--- src/rtl/score_pkg.sv ---
// Shared types and constants for the score display.
// FSM state, display saturation limit and segment table.
package score_pkg;

  typedef enum logic [1:0] {
    IDLE = 2'd0,
    CONV = 2'd1,
    LOAD = 2'd2
  } state_t;

  localparam int unsigned MAX_DISP = 9999;
  localparam int unsigned N_STEP   = 14;

  // {dp,g,f,e,d,c,b,a}, active-low, dp off
  localparam logic [7:0] SEG_TAB [10] = '{
    8'hC0, 8'hF9, 8'hA4, 8'hB0, 8'h99,
    8'h92, 8'h82, 8'hF8, 8'h80, 8'h90
  };

  function automatic logic [15:0] dd_adj(
    input logic [15:0] b
  );
    logic [15:0] r;
    r = b;
    for (int i = 0; i < 4; i++) begin
      if (b[4*i +: 4] >= 4'd5)
        r[4*i +: 4] = b[4*i +: 4] + 4'd3;
    end
    return r;
  endfunction

endpackage

--- src/rtl/seg7_dec.sv ---
// BCD digit to active-low 7-segment pattern.
// Blank forces every segment off.
module seg7_dec
  import score_pkg::*;
(
  input  logic [3:0] digit,
  input  logic       blank,
  output logic [7:0] seg
);

  always_comb begin
    seg = 8'hFF;
    if (!blank && digit <= 4'd9)
      seg = SEG_TAB[digit];
  end

endmodule

--- src/rtl/score_display.sv ---
// Score to 4-digit multiplexed 7-seg display via double-dabble.
// SCORE_DISPLAY_BLANK_EN blanks leading zero digits.
module score_display
  import score_pkg::*;
#(
  parameter int unsigned SCAN_DIV = 50000
) (
  input  logic        clk_main,
  input  logic        rst_n,
  input  logic [15:0] score,
  output logic [7:0]  ssd,
  output logic [3:0]  ssd_an,
  output logic        bcd_valid,
  output logic        busy,
  output logic        ovf
);

  state_t      state;
  state_t      state_nx;
  logic [15:0] last_score;
  logic [13:0] bin;
  logic [15:0] bcd;
  logic [3:0]  cnt;
  logic [15:0] disp;
  logic [15:0] pre;
  logic [1:0]  idx;
  logic [3:0]  cur;
  logic        blank;
  logic [7:0]  seg;
  logic [13:0] sat;
  logic        chg;
  logic        step_done;
  logic        wrap;

  assign chg       = (score != last_score);
  assign step_done = (cnt == 4'(N_STEP));
  assign wrap      = (pre == 16'(SCAN_DIV - 1));
  assign sat       = (score > 16'(MAX_DISP))
                   ? 14'(MAX_DISP) : score[13:0];

  always_ff @(posedge clk_main or negedge rst_n) begin
    if (!rst_n) state <= IDLE;
    else        state <= state_nx;
  end

  always_comb begin
    state_nx = state;
    unique case (state)
      IDLE:    if (chg) state_nx = CONV;
      CONV:    if (step_done) state_nx = LOAD;
      LOAD:    state_nx = IDLE;
      default: state_nx = IDLE;
    endcase
  end

  always_comb begin
    busy      = (state != IDLE);
    bcd_valid = (state == LOAD);
  end

  // cnt counts completed steps; LOAD follows once it reaches 14
  always_ff @(posedge clk_main or negedge rst_n) begin
    if (!rst_n) begin
      last_score <= '0;
      bin        <= '0;
      bcd        <= '0;
      cnt        <= '0;
      disp       <= '0;
      ovf        <= 1'b0;
    end else begin
      unique case (state)
        IDLE: if (chg) begin
          last_score <= score;
          bin        <= sat;
          bcd        <= '0;
          cnt        <= '0;
        end
        CONV: if (!step_done) begin
          {bcd, bin} <= {dd_adj(bcd), bin} << 1;
          cnt        <= cnt + 4'd1;
        end
        LOAD: begin
          disp <= bcd;
          ovf  <= (last_score > 16'(MAX_DISP));
        end
        default: ;
      endcase
    end
  end

  always_ff @(posedge clk_main or negedge rst_n) begin
    if (!rst_n) begin
      pre <= '0;
      idx <= '0;
    end else begin
      pre <= wrap ? 16'd0 : pre + 16'd1;
      if (wrap) idx <= idx + 2'd1;
    end
  end

`ifdef SCORE_DISPLAY_BLANK_EN
  logic z3, z2, z1;
  assign z3 = (disp[15:12] == 4'd0);
  assign z2 = z3 && (disp[11:8] == 4'd0);
  assign z1 = z2 && (disp[7:4] == 4'd0);
`endif

  always_comb begin
    cur   = disp[3:0];
    blank = 1'b0;
    unique case (1'b1)
      (idx == 2'd0): cur = disp[3:0];
      (idx == 2'd1): cur = disp[7:4];
      (idx == 2'd2): cur = disp[11:8];
      (idx == 2'd3): cur = disp[15:12];
      default:       cur = disp[3:0];
    endcase
`ifdef SCORE_DISPLAY_BLANK_EN
    unique case (1'b1)
      (idx == 2'd1): blank = z1;
      (idx == 2'd2): blank = z2;
      (idx == 2'd3): blank = z3;
      default:       blank = 1'b0;
    endcase
`endif
  end

  seg7_dec u_dec (
    .digit (cur),
    .blank (blank),
    .seg   (seg)
  );

  always_ff @(posedge clk_main or negedge rst_n) begin
    if (!rst_n) begin
      ssd_an <= 4'b1110;
      ssd    <= 8'hC0;
    end else begin
      ssd_an <= ~(4'b0001 << idx);
      ssd    <= seg;
    end
  end

endmodule

--- config.mk ---
export PLATFORM = sky130hd
export DESIGN_NAME = score_display
export DESIGN_NICKNAME = d
export VERILOG_FILES = /design/src/rtl/score_pkg.sv /design/src/rtl/seg7_dec.sv /design/src/rtl/score_display.sv
export SDC_FILE = /design/constraint.sdc
export NUM_CORES = 1
export LEC_CHECK = 0
export ABC_AREA = 0
export BUFFER_PORTS_ARGS = -buffer_cell sky130_fd_sc_hd__buf_2
export CORE_MARGIN = 1.5
export CORE_UTILIZATION = 54
export CTS_BUF_LIST = sky130_fd_sc_hd__clkbuf_8
export DETAILED_ROUTE_END_ITERATION = 16
export PLACE_DENSITY_LB_ADDON = 0.25
export SKIP_CTS_REPAIR_TIMING = 1
export SLEW_MARGIN = 40
export SYNTH_ARGS = -nofsm -noshare
export SYNTH_HDL_FRONTEND = slang
export SYNTH_SLANG_ARGS = --single-unit
--- constraint.sdc ---
create_clock -name clk_main -period 2.95 [get_ports clk_main]
set_input_delay 0.885 -clock clk_main [delete_from_list [all_inputs] [get_ports clk_main]]
set_output_delay 0.885 -clock clk_main [all_outputs]
set_load 0.02 [all_outputs]
Word-level counts from Yosys, hierarchy flattened

Memory sizes are Yosys's and may differ from the RTL's.
Cells that the tools add are included.

Order comparisons: 8
Equal/unequal tests: 11
Bitwise operators: 2
Multiplexer cells: 22
Reduce and logical (&&, ||, !) cells: 6
Shifts and indexed selects: 1
Add/sub/neg operators: 7

Operators with widths:

| operator                                                        | number |
|---|---|
| two-way mux 16 bit                                              | 3 |
| two-way mux 14 bit                                              | 3 |
| greater-than comparator 16 x 14 -> 1 bit, second input constant | 2 |
| case mux 16 bit (2 select lines)                                | 1 |
| case mux 14 bit (2 select lines)                                | 1 |
| two-way mux 8 bit                                               | 3 |
| two-way mux 4 bit                                               | 5 |
| adder 16 x 1 -> 16 bit, second input constant                   | 1 |
| equality test 16 bit, second input constant                     | 1 |
| >= comparator 4 x 3 -> 1 bit, second input constant             | 4 |
| != test 16 bit                                                  | 1 |
| adder 4 x 2 -> 4 bit, second input constant                     | 3 |
| case mux 4 bit (3 select lines)                                 | 1 |
| case mux 4 bit (2 select lines)                                 | 1 |
| equality test 2 bit, second input constant                      | 3 |
| != test 2 bit, second input constant                            | 3 |
| >= comparator 5 bit, second input constant                      | 1 |
| inverter 4 -> 5 bit                                             | 1 |
| adder 4 x 1 -> 4 bit, second input constant                     | 1 |
| equality test 2 x 1 -> 1 bit, second input constant             | 2 |
| equality test 4 bit, second input constant                      | 1 |
| <= comparator 4 bit, second input constant                      | 1 |
| two-way mux 2 bit                                               | 2 |
| inverter 4 bit                                                  | 1 |
| 9 further kinds                                                 | 11 |

Memories: 1
Memory bits (read-only): 128
Input port bits: 18
Register bits after elaboration: 99

Memory list:

| memory           | words | width | rd ports | clocked after memory_dff | write ports | RTL line       | source |
|---|---|---|---|---|---|---|---|
| (name not given) | 16    | 8     | 1        | 0                        | 0           | seg7_dec.sv:14 | `seg = SEG_TAB[digit];` |

Longest topological paths before layout

Depth in word-level cells: 7
Gate-level depth with buffers: 10
Depth with buffers taken out: 10

Cells and area by module

From an unflattened synthesis, not the netlist that was laid out.

Cells, all modules: 467
Area total of the unflattened synthesis: 4852.2 sq um

By module, submodules not included:

| module        | cells each | times used | area an instance (sq um) |
|---|---|---|---|
| score_display | 436        | 1          | 4630.7 |
| seg7_dec      | 31         | 1          | 221.5 |

Worst setup path after synthesis

OpenSTA, ideal clock, no wires.

Kind: input port to flip-flop
Start point: input port score[5]
End point: register bin[12]
Stages: 6
Arrival time: 2111 ps
Path slack: 711 ps
Library setup time: 127 ps
Data required time: 2823 ps
Cell sequence: xnor2_1 > nand4_1 > nor4_2 > o21ai_2 > buf_6 > mux2_1

Cells in the longest elaborated chain, start to end: 4

Ends and longest elaborated chain:

| item                                     | RTL line            | source |
|---|---|---|
| start: declaration                       | score_display.sv:10 | `input logic [15:0] score,` |
| greater-than comparator 16 x 14 -> 1 bit | score_display.sv:38 | `assign sat = (score > 16'(MAX_DISP))` |
| two-way mux 14 bit                       | score_display.sv:39 | `? 14'(MAX_DISP) : score[13:0];` |
| two-way mux 14 bit                       | score_display.sv:72 | `IDLE: if (chg) begin` |
| case mux 14 bit (2 select lines)         | score_display.sv:71 | `unique case (state)` |
| end signal: assignment                   | score_display.sv:74 | `bin <= sat;` |
| end signal: assignment                   | score_display.sv:79 | `{bcd, bin} <= {dd_adj(bcd), bin} << 1;` |
| end: declaration                         | score_display.sv:21 | `logic [13:0] bin;` |

Several ways; a longest one is shown, not always the timed one. The select of a mux whose other input is x is not followed.
A chain may end at the register's enable or synchronous reset.

Worst setup path after layout

Start point: register idx[0]
End point: register ssd[4]

Cells in the longest elaborated chain, start to end: 7

Ends and longest elaborated chain:

| item                                                 | RTL line             | source |
|---|---|---|
| start: declaration                                   | score_display.sv:26  | `logic [1:0] idx;` |
| start signal: assignment                             | score_display.sv:97  | `if (wrap) idx <= idx + 2'd1;` |
| equality test 2 bit (tied with other cells)          | score_display.sv:115 | `(idx == 2'd3): cur = disp[15:12];` |
| case mux 4 bit (3 select lines) *                    | score_display.sv:111 | `unique case (1'b1)` |
| inverter 4 -> 5 bit (implied by the code)            | seg7_dec.sv:14       |  |
| memory (16 x 8 bit)                                  | -                    |  |
| two-way mux 8 bit (implied by the code) (2 in a row) | seg7_dec.sv:14       |  |
| two-way mux 8 bit *                                  | seg7_dec.sv:13       | `if (!blank && digit <= 4'd9)` |
| via seg[4]                                           | score_display.sv:29  | `logic [7:0] seg;` |
| end signal: assignment                               | score_display.sv:140 | `ssd <= seg;` |
| end: declaration                                     | score_display.sv:11  | `output logic [7:0] ssd,` |

The timed path passes the listed nets; every way through them passes the cells marked *. The select of a mux whose other input is x is not followed.

==> metrics <==
run status=completed; Iteration-0 DRC Markers=115; fraction of layout cells with a size suffix above 1=21.62%; number of max-capacitance violations reported=0; Synth area leader=sky130_fd_sc_hd__dfrtp_1; routed length on met2=4195 um; number of cells on the worst reg-to-reg path=9; transition time of the tightest slew-check pin=0.7785 ns; number of warnings reported in the yosys synthesis log=0; # IOs=33; GR Overflow Total=0; number of enable flip-flop cells after synthesis=0; detailed-routing iteration count for the pre-antenna-repair pass=4; post-detailed-routing wire length=8891 um; diode count=0; Tightest Hold Check Type=in -> async; core box area=8678 um2; Syn-to-layout area delta=10.04%; post-detailed-route DRC marker count=0; wire length of the first global-routing pass=15570 um; Worst Setup Path Type=reg -> reg; total clock sinks=98; type of destination of the critical path=flip-flop; minimum period implied by the final worst setup slack=2.457 ns; wire length on met1=4318 um; final hold vios=0; Worst VDD drop=435.8 uV; Total Die Area=9528 um2; most frequent cells in the layout=94 x sky130_fd_sc_hd__dfrtp_1, 40 x sky130_fd_sc_hd__mux2_2, 38 x sky130_fd_sc_hd__nor2_1, 37 x sky130_fd_sc_hd__nand2_1, 30 x sky130_fd_sc_hd__buf_2; FF-to-FF setup slack=0.49 ns; count of mapped cells out of synthesis=453; R2R Path Start=idx[0]; maximum fanout count along the critical path=5; post-synthesis cell type count=41; Synth Area per Inst=10.67 um2; antenna violations before repair=0; clock-pin transition on the worst setup and hold timing paths=0.10 ns; most instantiated flip-flop cell in the synthesis netlist=sky130_fd_sc_hd__dfrtp_1; clock network latency to the later pin of the worst-skew pair=0.37 ns; Die Width=97.61 um; Tcrit/Tclk final=83.28%; number of rows in the core area=34; routed wl met3=205 um; die extent in y=97.61 um; sequential cell area fraction in the yosys report=50.84%; routed via count=3342; number of buffers on the longest clock path=2; half-perimeter wire length of the detailed placement result=6331 um; cell chosen for the clock root=sky130_fd_sc_hd__clkbuf_8; critical path startpoint=idx[0]; Power per Cell Area=941.8 nW/um2; Worst setup SP type=flip-flop; Starting Density=55.69%; post-placement setup slack=0.3246 ns; Routed Antenna Nets=0; maximum number of pins on one net before global-route repair=40; setup repair after global routing missed its margin=no; top post-synthesis cells by area=sky130_fd_sc_hd__dfrtp_1 49%, sky130_fd_sc_hd__mux2_2 9.3%, sky130_fd_sc_hd__ha_1 6.0%; setup TNS=0 ns; Net Count, Synth=494; total leakage power=0.002403 uW; highest achievable clock rate=407.0 MHz; minimum setup slack in the final design=0.4933 ns; most common library cell in the layout ignoring fill and taps=sky130_fd_sc_hd__dfrtp_1; IO buf count=31; vias in the first global route=3350; crit path DAT=2.76 ns; worst max-slew margin expressed relative to the limit=48.10%; average wire per cell in the routed design=14.74 um; total track usage=20.27%; highest routed layer=met4; layout net count=531; clk_skew=0.006327 ns; via density per instance=5.542; count of state elements after synthesis=98; clock tree from TritonCTS=done; proportion of netlist area held by the largest area contributor=48.67%; worst reg2reg path endpoint=ssd[4]; max-slew violation count=0; H-tree levels=3; total of endpoints with negative setup slack in the final report=0; share of synthesized registers carrying an async set or reset=100.0%; clock buffer count from CTS=9; final RePlAce weighted congestion=0.8534; required time of the critical path=3.25 ns; cell count after placement=587; Post-Layout Cell Count=603; Cell Area, Synth=4833 um2
[power breakdown]
group	total (uW)	switching, uW	internal (uW)
registers	2200	347	1850
logic	2010	1060	957
clock network	799	487	312
total	5010	1890	3120
[cell usage after synthesis (all sizes together) (2+ instances only)]
cell,instances
a32oi,3
xnor2,27
nor2,39
o21ai,23
a222oi,4
buf,4
a21oi,13
and3,3
ha,23
mux2,44
nand2b,5
or2,3
mux2i,5
dfrtp,94
nand2,37
a21o,3
nor3,13
nand4,9
clkbuf,11
nand3,14
xor2,10
a31oi,2
inv,29
o22ai,13
a211oi,2
nor4,5
dfstp,4
nor2b,3
[sequential cells by signal, summed over array words and instances (netlist names), 2 cells and up]
signal / flops
disp: 16
ssd: 7
state: 2
ssd_an: 4
pre: 16
last_score: 16
bin: 14
bcd: 16
cnt: 4
idx: 2
[critical path, cell delays in order (launching register included)]
cell and delay (ns):
sky130_fd_sc_hd__dfrtp_1 0.42, sky130_fd_sc_hd__inv_1 0.15, sky130_fd_sc_hd__ha_1 0.26, sky130_fd_sc_hd__a222oi_1 0.12, sky130_fd_sc_hd__mux2i_1 0.41, sky130_fd_sc_hd__inv_1 0.19, sky130_fd_sc_hd__ha_1 0.27, sky130_fd_sc_hd__nor3_1 0.32
sky130_fd_sc_hd__nor3_1 0.08, sky130_fd_sc_hd__a31oi_1 0.16
[layout make-up]
type | count | area, um2
fill | 717 | 3359
sequential | 98 | 2457
timing repair buffer | 41 | 232.7
clock buffer | 9 | 123.9
tap | 108 | 135.1
inverter | 29 | 108.9
multi-input combinational | 311 | 2207
clock inverter | 7 | 53.80
[kinds of logic after synthesis]
| group | after synthesis | synth area share [%] |
|---|---|---|
| AND/OR/NAND/NOR | 135 | 13.05 |
| XOR/XNOR | 37 | 6.705 |
| multiplexers | 49 | 11.29 |
| flip-flops | 98 | 50.84 |
| AO/OA/AOI/OAI | 66 | 8.387 |
| other | 1 | 0.07759 |
| buffers and inverters | 44 | 3.702 |
| adder cells (fa/ha/maj) | 23 | 5.954 |
[worst max-delay path by stage]
stage	endpoint	cells after the start
2_1_floorplan	bin[12]	6
3_3_place_gp	bin[13]	6
3_5_place_dp	bin[12]	6
4_1_cts	ssd[4]	9
5_1_grt	ssd[4]	9
6_report	ssd[4]	9
[layer usage]
metal,vias to the layer above,global-route usage (%)
met5,-,0
li1,1636,-
met1,1651,27.93
met2,44,32.37
met4,0,8.681
met3,11,2.662
[stage by stage]
step                      power, uW  hold WS [ns]  cell area (um2)  utilization [%]
final                          5010        0.4581             5319            61.29
after global routing           5398        0.4970             5319            61.29
after CTS                      5045        0.4718             5311            61.20
after detailed placement       4239        0.4666             5134            59.16
after global placement         4140        0.4671             5134            59.16
after floorplan                3735        0.4413             4833                -
No activity file was read; power rests on OpenSTA's default activity.
